### src/rtl/ep_temporal_blend.sv
// ep_temporal_blend
//   Edge-preserving temporal noise filter. Each channel of the current pixel
//   is pulled toward the co-located previous-frame filtered pixel. The pull
//   is full strength for small differences, half strength in the middle band,
//   and zero at edges/motion. A per-frame count of edge channels is kept.
//
// Ports
//   clk, rst           clock; synchronous active-high reset
//   cfg_bypass         1: output = cur (edge flags still produced)
//   cfg_strength       max blend weight, clamped to 2^WB
//   cfg_noise_th       |cur-prev| below this -> full strength
//   cfg_edge_th        |cur-prev| at/above this -> edge, no blend
//   in_valid/in_ready  input handshake; in_sof marks first pixel of a frame
//   in_cur, in_prev    current and previous-frame pixels (ch0 in LSBs)
//   out_valid/out_ready output handshake; out_sof travels with its beat
//   out_pix, out_edge  filtered pixel and per-channel edge flags
//   edge_cnt_last      edge-channel count of the last completed frame
module ep_temporal_blend #(
  parameter int N     = 8,
  parameter int CH    = 1,
  parameter int WB    = 4,
  parameter int CNT_W = 24
) (
  input  logic              clk,
  input  logic              rst,
  input  logic              cfg_bypass,
  input  logic [WB:0]       cfg_strength,
  input  logic [N-1:0]      cfg_noise_th,
  input  logic [N-1:0]      cfg_edge_th,
  input  logic              in_valid,
  output logic              in_ready,
  input  logic              in_sof,
  input  logic [CH*N-1:0]   in_cur,
  input  logic [CH*N-1:0]   in_prev,
  output logic              out_valid,
  input  logic              out_ready,
  output logic              out_sof,
  output logic [CH*N-1:0]   out_pix,
  output logic [CH-1:0]     out_edge,
  output logic [CNT_W-1:0]  edge_cnt_last
);

  localparam int PW = N + WB + 2;
  localparam logic [WB:0]           FULL_W  = (WB+1)'(2**WB);
  localparam logic signed [PW-1:0]  HALF    = PW'(2**(WB-1));
  localparam logic signed [PW-1:0]  PIX_MAX = PW'(2**N - 1);
  localparam logic [CNT_W:0]        CNT_MAX = {1'b0, {CNT_W{1'b1}}};

  function automatic logic [N-1:0] round_sat(input logic [N-1:0] cur,
                                             input logic signed [PW-1:0] p);
    logic signed [PW-1:0] y;
    y = $signed(PW'(cur)) + ((p + HALF) >>> WB);
    if (y < 0)            return '0;
    else if (y > PIX_MAX) return '1;
    else                  return y[N-1:0];
  endfunction

  function automatic logic [CNT_W:0] popcount(input logic [CH-1:0] e);
    logic [CNT_W:0] n;
    n = '0;
    for (int c = 0; c < CH; c++) n = n + (CNT_W+1)'(e[c]);
    return n;
  endfunction

  function automatic logic [CNT_W-1:0] sat_add(input logic [CNT_W-1:0] a,
                                               input logic [CNT_W:0] b);
    logic [CNT_W:0] sum;
    sum = {1'b0, a} + b;
    return (sum > CNT_MAX) ? CNT_MAX[CNT_W-1:0] : sum[CNT_W-1:0];
  endfunction

  // The whole pipeline advances together; bubbles are carried, not collapsed.
  logic w_en;
  assign w_en     = !out_valid || out_ready;
  assign in_ready = w_en && !rst;

  // ---- Stage 1: absolute and signed difference, capture cfg with the beat
  logic [N-1:0]        w_diff_s1 [CH];
  logic signed [N:0]   w_d_s1    [CH];

  always_comb begin
    for (int c = 0; c < CH; c++) begin
      w_d_s1[c]    = $signed({1'b0, in_prev[c*N +: N]}) - $signed({1'b0, in_cur[c*N +: N]});
      w_diff_s1[c] = (in_prev[c*N +: N] > in_cur[c*N +: N]) ?
                     in_prev[c*N +: N] - in_cur[c*N +: N] :
                     in_cur[c*N +: N] - in_prev[c*N +: N];
    end
  end

  logic                r_vld_p1, r_sof_p1, r_byp_p1;
  logic [WB:0]         r_str_p1;
  logic [N-1:0]        r_nth_p1, r_eth_p1;
  logic [CH*N-1:0]     r_cur_p1;
  logic [N-1:0]        r_diff_p1 [CH];
  logic signed [N:0]   r_d_p1    [CH];

  always_ff @(posedge clk) begin
    if (w_en) begin
      r_sof_p1 <= in_sof;
      r_byp_p1 <= cfg_bypass;
      r_str_p1 <= cfg_strength;
      r_nth_p1 <= cfg_noise_th;
      r_eth_p1 <= cfg_edge_th;
      r_cur_p1 <= in_cur;
      for (int c = 0; c < CH; c++) begin
        r_diff_p1[c] <= w_diff_s1[c];
        r_d_p1[c]    <= w_d_s1[c];
      end
    end
  end

  // ---- Stage 2: weight selection and weighted difference
  logic [WB:0]          w_s_s2;
  logic [WB:0]          w_w_s2    [CH];
  logic signed [PW-1:0] w_p_s2    [CH];
  logic [CH-1:0]        w_edge_s2;

  always_comb begin
    w_s_s2    = (r_str_p1 > FULL_W) ? FULL_W : r_str_p1;
    w_edge_s2 = '0;
    for (int c = 0; c < CH; c++) begin
      // Edge test comes first so it wins even when noise_th >= edge_th.
      w_edge_s2[c] = (r_diff_p1[c] >= r_eth_p1);
      if (w_edge_s2[c] || r_byp_p1)        w_w_s2[c] = '0;
      else if (r_diff_p1[c] < r_nth_p1)    w_w_s2[c] = w_s_s2;
      else                                 w_w_s2[c] = w_s_s2 >> 1;
      w_p_s2[c] = PW'(r_d_p1[c]) * PW'($signed({1'b0, w_w_s2[c]}));
    end
  end

  logic                 r_vld_p2, r_sof_p2;
  logic [CH*N-1:0]      r_cur_p2;
  logic [CH-1:0]        r_edge_p2;
  logic signed [PW-1:0] r_p_p2 [CH];

  always_ff @(posedge clk) begin
    if (w_en) begin
      r_sof_p2  <= r_sof_p1;
      r_cur_p2  <= r_cur_p1;
      r_edge_p2 <= w_edge_s2;
      for (int c = 0; c < CH; c++) r_p_p2[c] <= w_p_s2[c];
    end
  end

  always_ff @(posedge clk) begin
    if (rst) begin
      r_vld_p1 <= 1'b0;
      r_vld_p2 <= 1'b0;
    end else if (w_en) begin
      r_vld_p1 <= in_valid;
      r_vld_p2 <= r_vld_p1;
    end
  end

  // ---- Stage 3: round, add back to cur, clamp to pixel range
  logic [CH*N-1:0] w_pix_s3;

  always_comb begin
    w_pix_s3 = '0;
    for (int c = 0; c < CH; c++)
      w_pix_s3[c*N +: N] = round_sat(r_cur_p2[c*N +: N], r_p_p2[c]);
  end

  always_ff @(posedge clk) begin
    if (rst) begin
      out_valid <= 1'b0;
      out_sof   <= 1'b0;
      out_pix   <= '0;
      out_edge  <= '0;
    end else if (w_en) begin
      out_valid <= r_vld_p2;
      out_sof   <= r_sof_p2;
      out_pix   <= w_pix_s3;
      out_edge  <= r_edge_p2;
    end
  end

  // ---- Edge statistics, counted on output handshakes
  logic             w_hs;
  logic [CNT_W:0]   w_pc;
  logic [CNT_W-1:0] r_run_cnt;

  assign w_hs = out_valid && out_ready;
  assign w_pc = popcount(out_edge);

  always_ff @(posedge clk) begin
    if (rst) begin
      r_run_cnt     <= '0;
      edge_cnt_last <= '0;
    end else if (w_hs) begin
      if (out_sof) begin
        // The sof beat belongs to the new frame: publish the old total first.
        edge_cnt_last <= r_run_cnt;
        r_run_cnt     <= sat_add('0, w_pc);
      end else begin
        r_run_cnt     <= sat_add(r_run_cnt, w_pc);
      end
    end
  end

endmodule

### config.mk
export PLATFORM = sky130hd
export DESIGN_NAME = ep_temporal_blend
export DESIGN_NICKNAME = d
export VERILOG_FILES = /design/src/rtl/ep_temporal_blend.sv
export SDC_FILE = /design/constraint.sdc
export NUM_CORES = 1
export LEC_CHECK = 0
export ABC_AREA = 1
export CAP_MARGIN = 20
export CORE_ASPECT_RATIO = 0.8
export CORE_MARGIN = 2
export CORE_UTILIZATION = 53
export DETAILED_ROUTE_END_ITERATION = 10
export PLACE_DENSITY = 0.78
export SYNTH_ARGS = -nofsm -noshare
export SYNTH_HDL_FRONTEND = slang
export SYNTH_SLANG_ARGS = --single-unit
### constraint.sdc
create_clock -name clk -period 4.47 [get_ports clk]
set_input_delay 0.6705 -clock clk [delete_from_list [all_inputs] [get_ports clk]]
set_output_delay 0.6705 -clock clk [all_outputs]
set_load 0.01 [all_outputs]
## Yosys cells after proc, flatten, opt, wreduce, memory -nomap -nowiden

Memories as Yosys holds them, arrays and structs flattened.
Index checks and enable logic that the tools add are counted.

- Logic and storage cells: 53
- Memories: 3
- Output and inout port bits: 36
- Memory bits (writable): 31
- Bits of input ports: 43
- Register bits after elaboration: 102

Memories:

| memory | depth | width | rd ports | clocked after memory_dff | write ports | RTL line | RTL |
|---|---|---|---|---|---|---|---|
| r_p_p2 | 1 | 14 | 1 | 0 | 1 | 134 | `logic signed [PW-1:0] r_p_p2 [CH];` |
| r_d_p1 | 1 | 9 | 1 | 0 | 1 | 95 | `logic signed [N:0] r_d_p1 [CH];` |
| r_diff_p1 | 1 | 8 | 1 | 0 | 1 | 94 | `logic [N-1:0] r_diff_p1 [CH];` |

- Multiplexer cells: 11
- $lt $le $gt $ge: 8
- Multiply operators: 1
- Add/sub/neg operators: 6
- Reduce and logical (&&, ||, !) cells: 7

Operators by type and width:

| kind | count |
|---|---|
| 24-bit 2-to-1 mux | 3 |
| 24-bit by 1-bit adder with 25-bit output | 1 |
| 25-bit by 24-bit > comparator with 1-bit output (second input constant) | 1 |
| 1-bit by 24-bit > comparator with 1-bit output (second input constant) | 1 |
| 8-bit 2-to-1 mux | 3 |
| 8-bit subtractor | 2 |
| 5-bit 2-to-1 mux | 3 |
| 14-bit by 5-bit adder with 14-bit output (second input constant) | 1 |
| 9-bit by 6-bit multiplier with 14-bit output | 1 |
| 9-bit by 10-bit adder with 11-bit output | 1 |
| 11-bit by 9-bit > comparator with 1-bit output (second input constant) | 1 |
| 11-bit by 1-bit less-than comparator with 1-bit output (second input constant) | 1 |
| 8-bit by 8-bit subtractor with 9-bit output | 1 |
| 8-bit greater-or-equal comparator | 1 |
| 8-bit > comparator | 1 |
| 8-bit less-than comparator | 1 |
| 5-bit > comparator (second input constant) | 1 |
| 1-bit logical AND | 2 |
| 1-bit zero test | 2 |
| 1-bit logical OR | 2 |
| 1-bit 2-to-1 mux | 2 |
| 2-bit AND reduction | 1 |

## Depth between registers and ports, before layout

An unclocked memory read counts as a cell.

- Depth in word-level cells: 6
- Gate-level depth with buffers: 25
- Gate-level depth less buffers: 25

## Worst setup path after synthesis

No wires, ideal clock.

- Path type: register -> register
- Start point: mem r_diff_p1[0][1]
- End point: mem r_p_p2[0][13] (netlist bit) (data pin)
- Stages on the path, launching flop included: 22
- Library setup time: 0.253 ns
- Slack: -0.380 ns
- Arrival time: 4.598 ns
- Clock period less this slack: 4.850 ns
- Data required time: 4.217 ns
- Buffers on the path: 0
- Path through: edfxtp_1 > ha_1 > a21oi_1 > o21ai_0 > nand2_1 > nand3_2 > nor2_1 > nand3_1 > nor2_1 > inv_1 > fa_1 > inv_1 > fa_1 > inv_1 > fa_1 > inv_1 > ha_1 > a21o_1 > a221oi_1 > nand3_1 > nand2_1 > nand2_1

RTL lines:

| what | RTL line |
|---|---|
| start, declared | 94 |
| end, declared | 134 |

==> flow_summary.json <==
{
  "status": "finished, violations left",
  "violations": "setup timing",
  "final_cell_mix": "217 x nand2_1, 133 x inv_1, 81 x a21oi_1, 77 x clkdlybuf4s50_1, 68 x edfxtp_1",
  "std_cell_rows": 40,
  "worstPathRequired_ps": 4660,
  "ios": 79,
  "numCtsBuffers": 17,
  "fin_crit_ps": 4708,
  "holdPathEnd": "r_cur_p2[0]",
  "rsz0062_at_grt": "yes",
  "hold_class": "reg2reg",
  "synth_ff_type": "edfxtp_1",
  "setup_viol": 7,
  "antenna_cells": 0,
  "totalPowerFinal_uw": 4858,
  "area_growth_pct": 28.47,
  "wire_per_inst_um": 14.83,
  "die_y_um": 115.3,
  "vias": 6884,
  "skew_ps": 8.113,
  "min_from": "r_cur_p1[0]",
  "clk_latency_ps": 430,
  "core_sq_mm": 0.01506,
  "r2r_end": "r_p_p2[0][13]",
  "post-route-period-util": 1.053,
  "port_buffers": 78,
  "drt_wl_total_um": 19580,
  "switchingPower_uw": 1765,
  "tightest_slew_ps": 677.0,
  "die_area_sq_mm": 0.01649,
  "rr_startpoint": "r_diff_p1[0][1]",
  "place_hpwl_um": 13510,
  "hold_viol": 0,
  "layout-drive-gt1-share": 0.1676,
  "instances_no_fill": 1320,
  "synth_nets": 1104,
  "multiInputGateArea_sq_mm": 0.004629,
  "grt_max_degree": 63,
  "syn_area_per_cell_sq_um": 8.473,
  "register_area_sq_mm": 0.003263,
  "synth-edff-count": 68,
  "yosysWarnings": 0,
  "gp_congestion": 0.9177,
  "ant_nets": 0,
  "setup_slack_ps": -237.9,
  "switching_share": 0.3633,
  "async_flop_share": 0,
  "dr.pass1.iters": 5,
  "vdd_drop_max_mv": 0.3433,
  "cts_root_buf": "clkbuf_16",
  "fin_hold_ws_ps": 417.8,
  "start_util": 0.5444,
  "hold_depth": 0,
  "via_per_inst": 5.215,
  "power_density_mw_per_mm2": 461.0,
  "r2r_slack_ps": -240,
  "timing.fmax_ghz": 0.2124,
  "final_common_cell": "nand2_1",
  "drt-initial-drc-count": 595,
  "clk_pin_slew_ps": 60,
  "reg2regPathDepth": 22,
  "internal-power_uw": 3093,
  "pwr-share-clk": 0.281,
  "final_util": 0.6994,
  "pwr-share-seq": 0.316,
  "cp_data_arrival_time_ps": 4890,
  "slew_violations": 0,
  "ys_ff_latch": 129,
  "grt_pass1_wl_um": 31970,
  "ys_types": 47,
  "dp.cells": 1272,
  "power_frac_comb": 0.403,
  "maxCapViolCount": 0,
  "h-tree-depth": 4,
  "finalNetCount": 1233,
  "crit_path_start_kind": "register",
  "track_usage": 0.2463,
  "end_kind": "register",
  "overflow": 0,
  "synth_cells": 968,
  "fillers": 1114,
  "synth.yosys.seq_area_share": 0.3979,
  "die_x_um": 143.1,
  "antenna_found_initial": 0,
  "grt_pass1_vias": 6744,
  "crit_fanout": 4,
  "cts_tree": "built",
  "slew_headroom": 0.5472,
  "syn-cell-area_sq_mm": 0.008202,
  "crit_type": "reg2reg",
  "power.leakage_uw": 0.004622,
  "ctsLongestPathBuffers": 2,
  "clock-sinks": 129,
  "timing.setup.tns_ps": -1324,
  "drc_errors": 0
}
==> power groups by stage <==
stage / logic (uW) / registers (uW) / clock network (uW)
after detailed placement: 1660 / 1550 / 0
after CTS: 1860 / 1530 / 1380
final: 1960 / 1530 / 1370
after global routing: 2180 / 1550 / 1440
after global placement: 1610 / 1540 / 0
after floorplan: 1110 / 1530 / 0
==> stage by stage <==
stage	cell area, sq um	worst slack, ps
5_1_grt	10540	-428.5
3_3_place_gp	9509	-207.6
2_1_floorplan	8279	-24.85
6_report	10540	-237.9
4_1_cts	10420	-122.9
3_5_place_dp	9509	-334.8
==> worst max-delay path by stage <==
stage               startpoint             to  slack (ps)  cells past startpoint
4_1_cts        r_diff_p1[0][1]  r_p_p2[0][13]        -120                     21
5_1_grt        r_diff_p1[0][1]  r_p_p2[0][13]        -430                     24
2_1_floorplan  r_diff_p1[0][1]  r_p_p2[0][13]         -20                     21
6_report       r_diff_p1[0][1]  r_p_p2[0][13]        -240                     22
3_3_place_gp   r_diff_p1[0][1]  r_p_p2[0][11]        -210                     21
3_5_place_dp   r_diff_p1[0][1]  r_p_p2[0][13]        -330                     21
==> flip-flops by register name (all words and copies together), names as in the netlist, 5 cells and up <==
register,flops
edge_cnt_last,24
out_pix,8
r_diff_p1,7
r_p_p2,11
r_d_p1,9
r_cur_p2,8
r_run_cnt,24
r_cur_p1,8
r_eth_p1,8
r_str_p1,5
r_nth_p1,8
==> logic make-up (layout without fill, tap and decap cells) <==
kind of cell,Yosys count,after routing,share of synthesized area
simple gates,374,374,0.1994
buf+inv,174,316,0.08192
compound gates,146,146,0.09596
flops,129,129,0.3979
fa+ha+maj,93,93,0.1693
xor+xnor,52,52,0.05553
==> layout make-up <==
type | count | area share
inverters | 150 | 0.05391
clock buffers | 18 | 0.04275
clock inverters | 14 | 0.01271
flip-flops and latches | 129 | 0.3097
repair buffers | 134 | 0.1166
well taps | 210 | 0.02494
multi-input cells | 665 | 0.4394
==> per-layer routing <==
metal,track usage,wire length (um),vias up
met2,0.3898,8979,241
met5,0,0,-
li1,-,-,3389
met4,0.07393,316,0
met3,0.05831,1406,34
met1,0.3393,8878,3220
==> worst max-delay path, stage by stage, from the launching register on <==
cell	delay (ps)
edfxtp_1	480
ha_4	300
a21oi_4	140
o21ai_2	90
nand2_1	90
nand3_2	110
nor2_4	190
buf_6	130
nand3_4	100
nor2_4	110
inv_2	50
fa_2	600
inv_2	60
fa_1	490
inv_1	50
fa_1	480
inv_2	50
ha_4	240
a21o_1	200
a221oi_2	240
nand3_1	140
nand2_1	90
nand2_1	50
==> synthesized netlist by cell type (2+ instances only) <==
cell | number | area share
dfxtp_1 | 61 | 0.15
nand3_2 | 3 | 0.0037
nor2_2 | 5 | 0.0038
buf_2 | 5 | 0.0031
o21a_1 | 2 | 0.0018
o21ai_0 | 25 | 0.015
nor2_1 | 66 | 0.030
inv_1 | 147 | 0.067
a31oi_1 | 4 | 0.0031
nand3b_1 | 2 | 0.0018
inv_2 | 3 | 0.0014
nor2_4 | 4 | 0.0055
ha_1 | 63 | 0.096
nor3_1 | 3 | 0.0018
nand2_1 | 229 | 0.10
edfxtp_1 | 68 | 0.25
o21ai_1 | 12 | 0.0073
nand4_1 | 12 | 0.0092
xnor2_1 | 22 | 0.023
xor2_1 | 30 | 0.032
nand2_2 | 4 | 0.0031
clkbuf_1 | 16 | 0.0073
a21oi_1 | 89 | 0.054
a21o_1 | 2 | 0.0018
fa_1 | 30 | 0.073
nand3_1 | 36 | 0.022
nand3_4 | 2 | 0.0043
a21oi_2 | 4 | 0.0043
==> what timing repair did <==
item | CTS | global route
resized for setup | 59 | 10
pin swaps | 29 | 17
setup endpoints to repair | 7 | 10
buffers inserted | 10 | 5
hold buffers | 0 | 0
Note: power is estimated with default switching activity, not from simulation.
